**src/rtl/if_fetch_pkg.sv**
```systemverilog
// rtl/if_fetch_pkg.sv - shared state encoding, reset PC and address helpers for if_fetch
package if_fetch_pkg;

   // Fetch FSM state encoding
   typedef enum logic [1:0] {
      IF_IDLE = 2'd0,
      IF_REQ  = 2'd1,
      IF_WAIT = 2'd2
   } if_state_e;

   // Default first fetch address after reset
   localparam logic [31:0] IF_RESET_PC_DEF = 32'h0000_0000;

   // Sequential fetch stride (one 32-bit instruction)
   localparam logic [31:0] IF_PC_STEP = 32'd4;

   // Branch / jump type codes shared with decode and execute
   localparam logic [2:0] IF_BTYPE_CODE = 3'b110;
   localparam logic [2:0] IF_JTYPE_CODE = 3'b111;

   // Force a target onto a word boundary
   function automatic logic [31:0] if_word_align(input logic [31:0] addr);
      return addr & ~32'h0000_0003;
   endfunction

endpackage

```
**src/rtl/if_fetch.sv**
```systemverilog
// rtl/if_fetch.sv - instruction fetch FSM, one outstanding Icache request; optional IF_MISALIGN_EXC_EN adds if_misalign_o
module if_fetch
   import if_fetch_pkg::*;
#(
   parameter logic [31:0] RESET_PC = IF_RESET_PC_DEF
) (
   input  logic        clk,
   input  logic        rst_n,
   input  logic        fc_bk_if_i,
   input  logic        id_jump_flag_i,
   input  logic [31:0] id_jump_pc_i,
   input  logic        ex_btype_flag_i,
   input  logic [31:0] ex_btype_pc_i,
   input  logic        Icache_ready_i,
   input  logic        Icache_data_valid_i,
   output logic        if_req_o,
   output logic [31:0] if_addr_o,
   output logic [31:0] if_pc_o,
   output logic        if_inst_valid_o
`ifdef IF_MISALIGN_EXC_EN
   ,
   output logic        if_misalign_o
`endif
);

   if_state_e   state_q, state_d;
   logic [31:0] pc_q, pc_d;
   logic [31:0] if_pc_q, if_pc_d;
   logic        kill_q, kill_d;
   logic        redirect;
   logic [31:0] target;
   logic        fetch_en;
   logic        accept;

`ifdef IF_MISALIGN_EXC_EN
   logic        misalign_q, misalign_d;
   logic        tgt_misaligned;
`endif

   // Redirect selection: the branch from execute is older than the jump from decode
   always_comb begin
      redirect = ex_btype_flag_i | id_jump_flag_i;
`ifdef IF_MISALIGN_EXC_EN
      target         = ex_btype_flag_i ? ex_btype_pc_i : id_jump_pc_i;
      tgt_misaligned = (target[1:0] != 2'b00);
`else
      target = if_word_align(ex_btype_flag_i ? ex_btype_pc_i : id_jump_pc_i);
`endif
   end

   // Next-state, PC update and Icache handshake outputs
   always_comb begin
      state_d         = state_q;
      pc_d            = pc_q;
      if_pc_d         = if_pc_q;
      kill_d          = kill_q;
      if_req_o        = 1'b0;
      if_inst_valid_o = 1'b0;
      accept          = 1'b0;
`ifdef IF_MISALIGN_EXC_EN
      misalign_d      = misalign_q;
      fetch_en        = ~fc_bk_if_i & ~misalign_q;
      if (redirect) begin
         misalign_d = tgt_misaligned;
      end
`else
      fetch_en        = ~fc_bk_if_i;
`endif

      case (state_q)
         IF_IDLE: begin
            state_d = IF_REQ;
         end

         IF_REQ: begin
            if_req_o = fetch_en;
            accept   = fetch_en & Icache_ready_i;
            if (accept) begin
               state_d = IF_WAIT;
               if_pc_d = pc_q;
               // A redirect racing the accept makes the launched fetch stale
               if (redirect) begin
                  kill_d = 1'b1;
               end
            end
            if (redirect) begin
               pc_d = target;
            end
         end

         IF_WAIT: begin
            if (Icache_data_valid_i) begin
               state_d = IF_REQ;
               kill_d  = 1'b0;
               if (redirect) begin
                  pc_d = target;
               end else if (!kill_q) begin
                  pc_d            = if_pc_q + IF_PC_STEP;
                  if_inst_valid_o = 1'b1;
               end
               // Killed response: pc already holds the redirect target
            end else if (redirect) begin
               kill_d = 1'b1;
               pc_d   = target;
            end
         end

         default: begin
            state_d = IF_IDLE;
         end
      endcase
   end

   // State, PC and kill registers
   always_ff @(posedge clk or negedge rst_n) begin
      if (!rst_n) begin
         state_q <= IF_IDLE;
         pc_q    <= RESET_PC;
         if_pc_q <= RESET_PC;
         kill_q  <= 1'b0;
      end else begin
         state_q <= state_d;
         pc_q    <= pc_d;
         if_pc_q <= if_pc_d;
         kill_q  <= kill_d;
      end
   end

`ifdef IF_MISALIGN_EXC_EN
   // Misaligned-target flag, cleared by the next aligned redirect
   always_ff @(posedge clk or negedge rst_n) begin
      if (!rst_n) begin
         misalign_q <= 1'b0;
      end else begin
         misalign_q <= misalign_d;
      end
   end

   assign if_misalign_o = misalign_q;
`endif

   assign if_addr_o = pc_q;
   assign if_pc_o   = if_pc_q;

endmodule
```
**config.mk**
```make
export PLATFORM = sky130hd
export DESIGN_NAME = if_fetch
export DESIGN_NICKNAME = d
export VERILOG_FILES = /design/src/rtl/if_fetch_pkg.sv /design/src/rtl/if_fetch.sv
export SDC_FILE = /design/constraint.sdc
export NUM_CORES = 1
export LEC_CHECK = 0
export ABC_AREA = 1
export CAP_MARGIN = 10
export CORE_MARGIN = 3
export CORE_UTILIZATION = 42
export DETAILED_ROUTE_END_ITERATION = 16
export PLACE_DENSITY = 0.78
export RECOVER_POWER = 100
export SLEW_MARGIN = 40
export SYNTH_ARGS = -nofsm -noshare
export SYNTH_HDL_FRONTEND = slang
export SYNTH_SLANG_ARGS = --single-unit
```
**constraint.sdc**
```tcl
create_clock -name clk -period 1.75 [get_ports clk]
set_clock_uncertainty 0.05 [all_clocks]
set_input_delay 0.175 -clock clk [delete_from_list [all_inputs] [get_ports clk]]
set_output_delay 0.175 -clock clk [all_outputs]
set_load 0.02 [all_outputs]
```
# Word level (Yosys, flattened, before mapping)
# Cells that the tools add are included.
[word_totals]
regBits = 67
input_bits = 71
elab_cells = 37
[op_classes]
add_sub_neg = 1
n_eq_ne = 5
muxes = 18
bitwise_logic = 3
reduce_logical = 6
[op_table]
columns = ["operator", "n"]
rows = [
  ["two-way mux 32 bit", 5],
  ["case mux 32 bit (2 select lines)", 1],
  ["adder 32 x 3 -> 32 bit (second input constant)", 1],
  ["two-way mux 1 bit", 8],
  ["AND reduction 2 bit", 4],
  ["case mux 2 bit (3 select lines)", 1],
  ["two-way mux 2 bit", 2],
  ["inequality test 2 bit (second input constant)", 2],
  ["inequality test 4 bit (second input constant)", 1],
  ["== test 2 x 1 -> 1 bit (second input constant)", 1],
  ["== test 2 bit (second input constant)", 1],
  ["zero test 2 bit", 1],
  ["case mux 1 bit (2 select lines)", 1],
  ["nonzero test 2 bit", 1],
  ["bitwise AND 1 bit", 1],
  ["NOT 1 bit", 1],
  ["bitwise OR 1 bit", 1],
]

# Longest topological paths before layout
# Gate-level depths: netlist of run 1.
[depth]
word_depth = 5
ltp_mapped = 12

# Worst setup path before layout of run 1
# Ideal clock, no wire load.
[synth_timing]
path_kind = "register to register"
startpoint = "reg state_q[0]"
endpoint = "reg pc_q[19] (netlist: if_addr_o[19])"
setup_ns = 0.080
arrival_ns = 1.707
t_required_ns = 1.620
path_slack_ns = -0.088
path_stages_with_launch = 10
path_buffers = 1
path_cell_list = "dfrtp_1 > inv_1 > ha_1 > nand2_1 > buf_2 > nor2_1 > nand2_1 > inv_1 > nand3_1 > o211ai_2"
[synth_between]
elab_chain_len = 3
[synth_rtl]
columns = ["element", "line_no", "source"]
rows = [
  ["from (decl)", "if_fetch.sv:26", "if_state_e state_q, state_d;"],
  ["from (signal assigned)", "if_fetch.sv:122", "state_q <= state_d;"],
  ["== test 2 bit / == test 2 x 1 -> 1 bit (equally long branches)", "if_fetch.sv:70", "case (state_q)"],
  ["inequality test 4 bit (no line) / nonzero test 2 bit (equally long branches)", "--", ""],
  ["AND reduction 2 bit (no line)", "--", ""],
  ["to (signal assigned)", "if_fetch.sv:123", "pc_q <= pc_d;"],
  ["to (decl)", "if_fetch.sv:27", "logic [31:0] pc_q, pc_d;"],
]
# Parallel ways exist; a longest one is shown, timed or not.
# A chain may end at the register's enable or synchronous reset.

# Worst setup path in the final report of run 1
[layout_timing]
startpoint = "reg if_pc_q[3] (netlist: if_pc_o[3])"
endpoint = "reg pc_q[30] (netlist: if_addr_o[30])"
[layout_between]
elab_chain_len = 5
[layout_rtl]
columns = ["element", "line_no", "source"]
rows = [
  ["from (decl)", "if_fetch.sv:28", "logic [31:0] if_pc_q, if_pc_d;"],
  ["from (signal assigned)", "if_fetch.sv:124", "if_pc_q <= if_pc_d;"],
  ["adder 32 x 3 -> 32 bit", "if_fetch.sv:98", "pc_d = if_pc_q + IF_PC_STEP;"],
  ["two-way mux 32 bit", "if_fetch.sv:97", "end else if (!kill_q) begin"],
  ["two-way mux 32 bit", "if_fetch.sv:95", "if (redirect) begin"],
  ["two-way mux 32 bit", "if_fetch.sv:92", "if (Icache_data_valid_i) begin"],
  ["case mux 32 bit (2 select lines)", "if_fetch.sv:70", ""],
]
# No other way between the ends. The select of a mux whose other input is x is not followed.

==> flow_summary.ini, run 1 <==
[sta]
slew_headroom_pct = 37.77
rsz0062_at_grt = yes
worst_pin_slew_ns = 0.9335
timing.final.hold_violations = 0
finalSetupTns_ns = -0.05701
fin_crit_sh_pct = 101.2
setup_violations = 3
fin_ws_ns = -0.02177
fmax_ghz = 0.5644
min_period_ns = 1.772
slew_violations = 0
hold_slack_ns = 0.4640

[clocking]
root_buffer = clkbuf_8
cts_tree = built
worstSkewPairLatency_ns = 0.35
numCtsBuffers = 9
clk_pin_slew_ns = 0.09
clk_path_buf_depth = 2
cts_sinks = 67
htreeDepth = 3

[grt]
grt_pass1_wl_um = 22050
track_usage_pct = 24.83
grt-ovfl-total = 0
antenna_found_initial = 0
grt_max_degree = 68
grt_pass1_vias = 4321

[yosys]
post-synth-top-count-cell = nand2_1
ys_async_sr_fraction_pct = 100.0
yosysTopAreaCell = dfrtp_1
yosys.area.top_type_share_pct = 41.24
synth_edf_count = 0
synth-main-ff-cell = dfrtp_1
netlist_area_sq_um = 4065
synth_seq_cells = 67
synth_cells = 542
synthTopCellsByArea = dfrtp_1, nand2_1, nor2_1, inv_1, o21ai_0
synth_warnings = 0
synth_fp_nets = 617
avgSynthCellArea_sq_um = 7.500
ys_top_cells_by_count = nand2_1, dfrtp_1, nor2_1
ys_seq_area_share_pct = 41.24
synthDistinctLibCells = 41

[cells_and_area]
final_layout_size_suffix_gt1_share_pct = 17.98
post-route-util_pct = 67.19
antenna_cells = 0
finalInstanceArea_sq_um = 6267
fin_cells = 863
synthToLayoutAreaGrowth_pct = 54.17
final_nets = 804

[routing]
via_per_inst = 5.220
drc_errors = 0
wirelength_um = 13860
dr.pass1.iters = 5
drt_iter0_drc = 303
routedWlPerCell_um = 16.06
ant_nets = 0
vias = 4505

[worst_setup_path]
timing.critical_path.mode_cell = nand2_1
crit_required_ns = 1.94
r2r-start = if_pc_o[3]$_DFFE_PN0P_
slowest_delay_ns = 0.41
critPathMaxFanout = 6
reg2reg_setup_slack_ns = -0.02
cp-end-kind = flip-flop
reg2reg_depth = 10
crit_chain = ha_2, nand2_4, nor2_4, nand3_2, nor2_4, nand3_2, nand2_1, nand3_1, nand2_1, nand2_1
worstSetupStartpointType = flip-flop
critical_path_class = reg -> reg
critPathSlowestCell = dfrtp_1
r2r-end = if_addr_o[30]$_DFFE_PN0P_
arrival_ns = 1.96

[flow_run]
cap_violations = 0

[power]
p_leak_nw = 2.934
peakVddDrop_v = 0.0007681
p_total_mw = 10.65
power.density_nw_per_um2 = 1700

[placed_design]
hpwl_um = 10670
dp_cells = 845
pre_cts_slack_ns = -0.2288
io_buffers = 132
placed_area_sq_um = 5959
place.gp.congestion = 0.9189

[worst_hold_path]
min_path_type = reg -> reg
worstHoldEndpoint = if_addr_o[17]$_DFFE_PN0P_
whs_path_depth = 2
min_from = if_addr_o[17]$_DFFE_PN0P_

[floorplan]
rows = 35
die_h_um = 104.4
io_pins = 137
start_util_pct = 43.58
dieWidth_um = 104.4
dieArea_sq_um = 10900
fp.coreArea_sq_um = 9328

[run_status]
failed_checks = negative setup slack
status = finished, violations left
==> state kept, by name, indices dropped and copies added, names as in the netlist <==
| name | count |
|---|---|
| if_addr_o | 32 |
| if_pc_o | 32 |
| state_q | 2 |
| kill_q | 1 |
==> layer usage <==
layer	share of wire, %	GRT usage, %
met1	44	33.78
met2	47	40.22
met3	7.5	4.904
met4	1.5	6.933
met5	0	0
==> where the power goes <==
part / switching (mW) / internal, mW / total, mW
logic: 3.45 / 2.80 / 6.25
clock network: 0.680 / 0.668 / 1.35
registers: 0.746 / 2.31 / 3.05
==> critical path: cells and delay by family, from the launching register on <==
kind          cells  cell delay (ns)
fa+ha+maj         1             0.24
flops             1             0.41
simple gates      9             0.94
==> final cells by class <==
class | count | area [sq um]
Fill cell | 793 | 3060
Multi-Input combinational cell | 390 | 2153
Timing Repair Buffer | 194 | 1813
Sequential cell | 67 | 1677
Inverter | 67 | 262.8
Tap cell | 129 | 161.4
Clock buffer | 9 | 123.9
Clock inverter | 7 | 76.32
==> placed cells by master, fill, tap and decap left out, drive strengths merged, types with 4 or more instances in the layout <==
| cell type | synthesis | routed |
|---|---|---|
| o21ai | 46 | 46 |
| xor2 | 6 | 6 |
| nor2 | 75 | 75 |
| clkdlybuf4s50 | 0 | 117 |
| dlymetal6s2s | 0 | 6 |
| a22oi | 13 | 13 |
| a21oi | 31 | 31 |
| ha | 4 | 4 |
| nand2 | 138 | 138 |
| clkbuf | 9 | 16 |
| nand4 | 10 | 10 |
| buf | 9 | 63 |
| o211ai | 4 | 4 |
| inv | 66 | 68 |
| o22ai | 14 | 14 |
| dfrtp | 67 | 67 |
| nand3 | 23 | 23 |
==> repair_timing <==
item | CTS | global route
gates resized for setup | 13 | 46
hold endpoints to repair | 67 | 0
hold buffers | 1 | 0
endpoints found under the setup margin | 34 | 40
buffers inserted | 0 | 2
pin swaps | 0 | 15
==> logic make-up after synthesis <==
family / Yosys count / share of synthesized area [%]
AO/OA/AOI/OAI: 121 / 17.85
XOR/XNOR: 9 / 1.939
adder cells (fa/ha/maj): 4 / 1.231
buffers and inverters: 85 / 9.018
flip-flops: 67 / 41.24
multiplexers: 6 / 1.570
AND/OR/NAND/NOR: 250 / 27.15
==> how the worst max path moves through the flow <==
stage               depth (start not counted)                    start                         to
detailed placement                         12          ex_btype_flag_i  if_addr_o[14]$_DFFE_PN0P_
finish                                     10   if_pc_o[3]$_DFFE_PN0P_  if_addr_o[30]$_DFFE_PN0P_
global placement                            7          ex_btype_flag_i            if_inst_valid_o
floorplan                                   9   state_q[0]$_DFFE_PN0P_  if_addr_o[19]$_DFFE_PN0P_
CTS                                         2  if_pc_o[18]$_DFFE_PN0P_                if_pc_o[18]
global route                               10   if_pc_o[3]$_DFFE_PN0P_  if_addr_o[30]$_DFFE_PN0P_
(Power assumes the default switching activity.)
==> inputs of run 2 (changes only) <==
--- a/config.mk
+++ b/config.mk
@@ -6,12 +6,15 @@
 export NUM_CORES = 1
 export LEC_CHECK = 0
 export ABC_AREA = 1
+export ABC_CLOCK_PERIOD_IN_PS = 1750
 export CAP_MARGIN = 10
 export CORE_MARGIN = 3
 export CORE_UTILIZATION = 42
 export DETAILED_ROUTE_END_ITERATION = 16
+export HOLD_SLACK_MARGIN = 0.03
 export PLACE_DENSITY = 0.78
 export RECOVER_POWER = 100
+export SKIP_LAST_GASP = 1
 export SLEW_MARGIN = 40
 export SYNTH_ARGS = -nofsm -noshare
 export SYNTH_HDL_FRONTEND = slang
==> flow_summary.ini, run 2 (synthesis gave the netlist of run 1 again) <==
[routing]
drc_errors = 0
via_per_inst = 5.190
drt_iter0_drc = 231
wirelength_um = 13760
ant_nets = 0
routedWlPerCell_um = 15.93
vias = 4484
dr.pass1.iters = 5

[clocking]
worstSkewPairLatency_ns = 0.36
numCtsBuffers = 9
clk_pin_slew_ns = 0.09
cts_tree = built
clk_path_buf_depth = 2
root_buffer = clkbuf_8
cts_sinks = 67
htreeDepth = 3

[sta]
fmax_ghz = 0.5703
slew_violations = 0
hold_slack_ns = 0.4598
timing.final.hold_violations = 0
finalSetupTns_ns = -0.003610
worst_pin_slew_ns = 0.9367
rsz0062_at_grt = yes
fin_crit_sh_pct = 100.2
min_period_ns = 1.754
setup_violations = 1
fin_ws_ns = -0.003610
slew_headroom_pct = 37.55

[grt]
grt_use_met1_pct = 33.82
grtUsageMet2_pct = 40.22
track_usage_pct = 24.84
gr-usage-met3_pct = 4.904
grt-busiest-layer = met2
grt_pass1_vias = 4325
grt_pass1_wl_um = 22060
antenna_found_initial = 0
grt_max_degree = 68
grt-ovfl-total = 0

[floorplan]
dieArea_sq_um = 10900
start_util_pct = 43.58
dieWidth_um = 104.4
io_pins = 137
die_h_um = 104.4
fp.coreArea_sq_um = 9328
rows = 35

[cells_and_area]
multi_input_area_sq_um = 2106
antenna_cells = 0
finalInstanceArea_sq_um = 6143
layout_commonest_cell = nand2_1
regArea_sq_um = 1677
layout_common_cells = nand2_1, clkdlybuf4s50_1, dfrtp_1, inv_1, nor2_1
final.fill_count = 812
final_nets = 805
final_layout_size_suffix_gt1_share_pct = 17.41
synthToLayoutAreaGrowth_pct = 51.12

[worst_setup_path]
reg2reg_depth = 10
r2r-end = if_addr_o[30]$_DFFE_PN0P_
r2r-start = if_pc_o[3]$_DFFE_PN0P_
arrival_ns = 1.95
critPathMaxFanout = 6
critical_path_class = reg -> reg
reg2reg_setup_slack_ns = -0.004
cp-end-kind = flip-flop
worstSetupStartpointType = flip-flop
crit_required_ns = 1.94

[flow_run]
cap_violations = 0

[power]
peakVddDrop_v = 0.0008364
p_total_mw = 10.32
power.density_nw_per_um2 = 1679
p_leak_nw = 2.802

[placed_design]
place.gp.congestion = 0.9189
hpwl_um = 10670
placed_area_sq_um = 5959
io_buffers = 132
pre_cts_slack_ns = -0.2288

[worst_hold_path]
min_path_type = reg -> reg
worstHoldEndpoint = if_addr_o[17]$_DFFE_PN0P_
min_from = if_addr_o[17]$_DFFE_PN0P_
whs_path_depth = 2

[run_status]
status = finished, violations left
failed_checks = negative setup slack
[run 2: cell count changes in the layout (fill, tap and decap cells not counted), sizes merged]
cell / change
dlymetal6s2s: -6
clkbuf: +14
buf: -7
dlygate4sd3: +36
clkdlybuf4s50: -36
[run 2: worst max path at each step]
stage	cells after the start	startpoint	endpoint
after detailed placement	12	ex_btype_flag_i	if_addr_o[14]$_DFFE_PN0P_
after CTS	5	state_q[0]$_DFFE_PN0P_	if_inst_valid_o
final	10	if_pc_o[3]$_DFFE_PN0P_	if_addr_o[30]$_DFFE_PN0P_
after global placement	7	ex_btype_flag_i	if_inst_valid_o
after global routing	10	if_pc_o[3]$_DFFE_PN0P_	if_addr_o[30]$_DFFE_PN0P_
after floorplan	9	state_q[0]$_DFFE_PN0P_	if_addr_o[19]$_DFFE_PN0P_
[run 2: final cells by class]
type | count | share of cell area (%)
multi-input combinational | 390 | 34.28
timing repair buffer | 195 | 28.27
sequential | 67 | 27.29
inverter | 67 | 4.277
tap | 129 | 2.627
clock buffer | 9 | 2.016
clock inverter | 7 | 1.242
[run 2: where the power goes]
| part | total [mW] | internal [mW] | switching, mW |
|---|---|---|---|
| Clock | 1.36 | 0.668 | 0.687 |
| Combinational | 5.93 | 2.51 | 3.42 |
| Sequential | 3.03 | 2.31 | 0.723 |
[run 2: routing by layer]
metal,share of wire [%],up-vias
met2,47,170
met4,1.2,0
li1,-,2160
met3,7.3,15
met1,44,2139
met5,0,-
[run 2: per-stage QoR]
step / instances / util (%)
floorplan: 542 / -
global placement: 845 / 63.89
detailed placement: 845 / 63.89
CTS: 862 / 66.39
global route: 864 / 65.86
finish: 864 / 65.86
[run 2: critical path: stages, from the launching register on]
cell and delay [ns]:
dfrtp_1 0.41, ha_2 0.22, nand2_2 0.09, nor2_4 0.16, nand3_2 0.12, nor2_4 0.24
nand3_1 0.10, nand2_1 0.07, nand3_1 0.06, nand2_1 0.06, nand2_1 0.05
[run 2: repair_timing]
action / in CTS / in global routing
resized for setup: 11 / 44
setup endpoints to repair: 34 / 42
pin swaps: 0 / 10
hold endpoints to repair: 67 / 0
buffers inserted: 0 / 2
hold buffers: 1 / 0
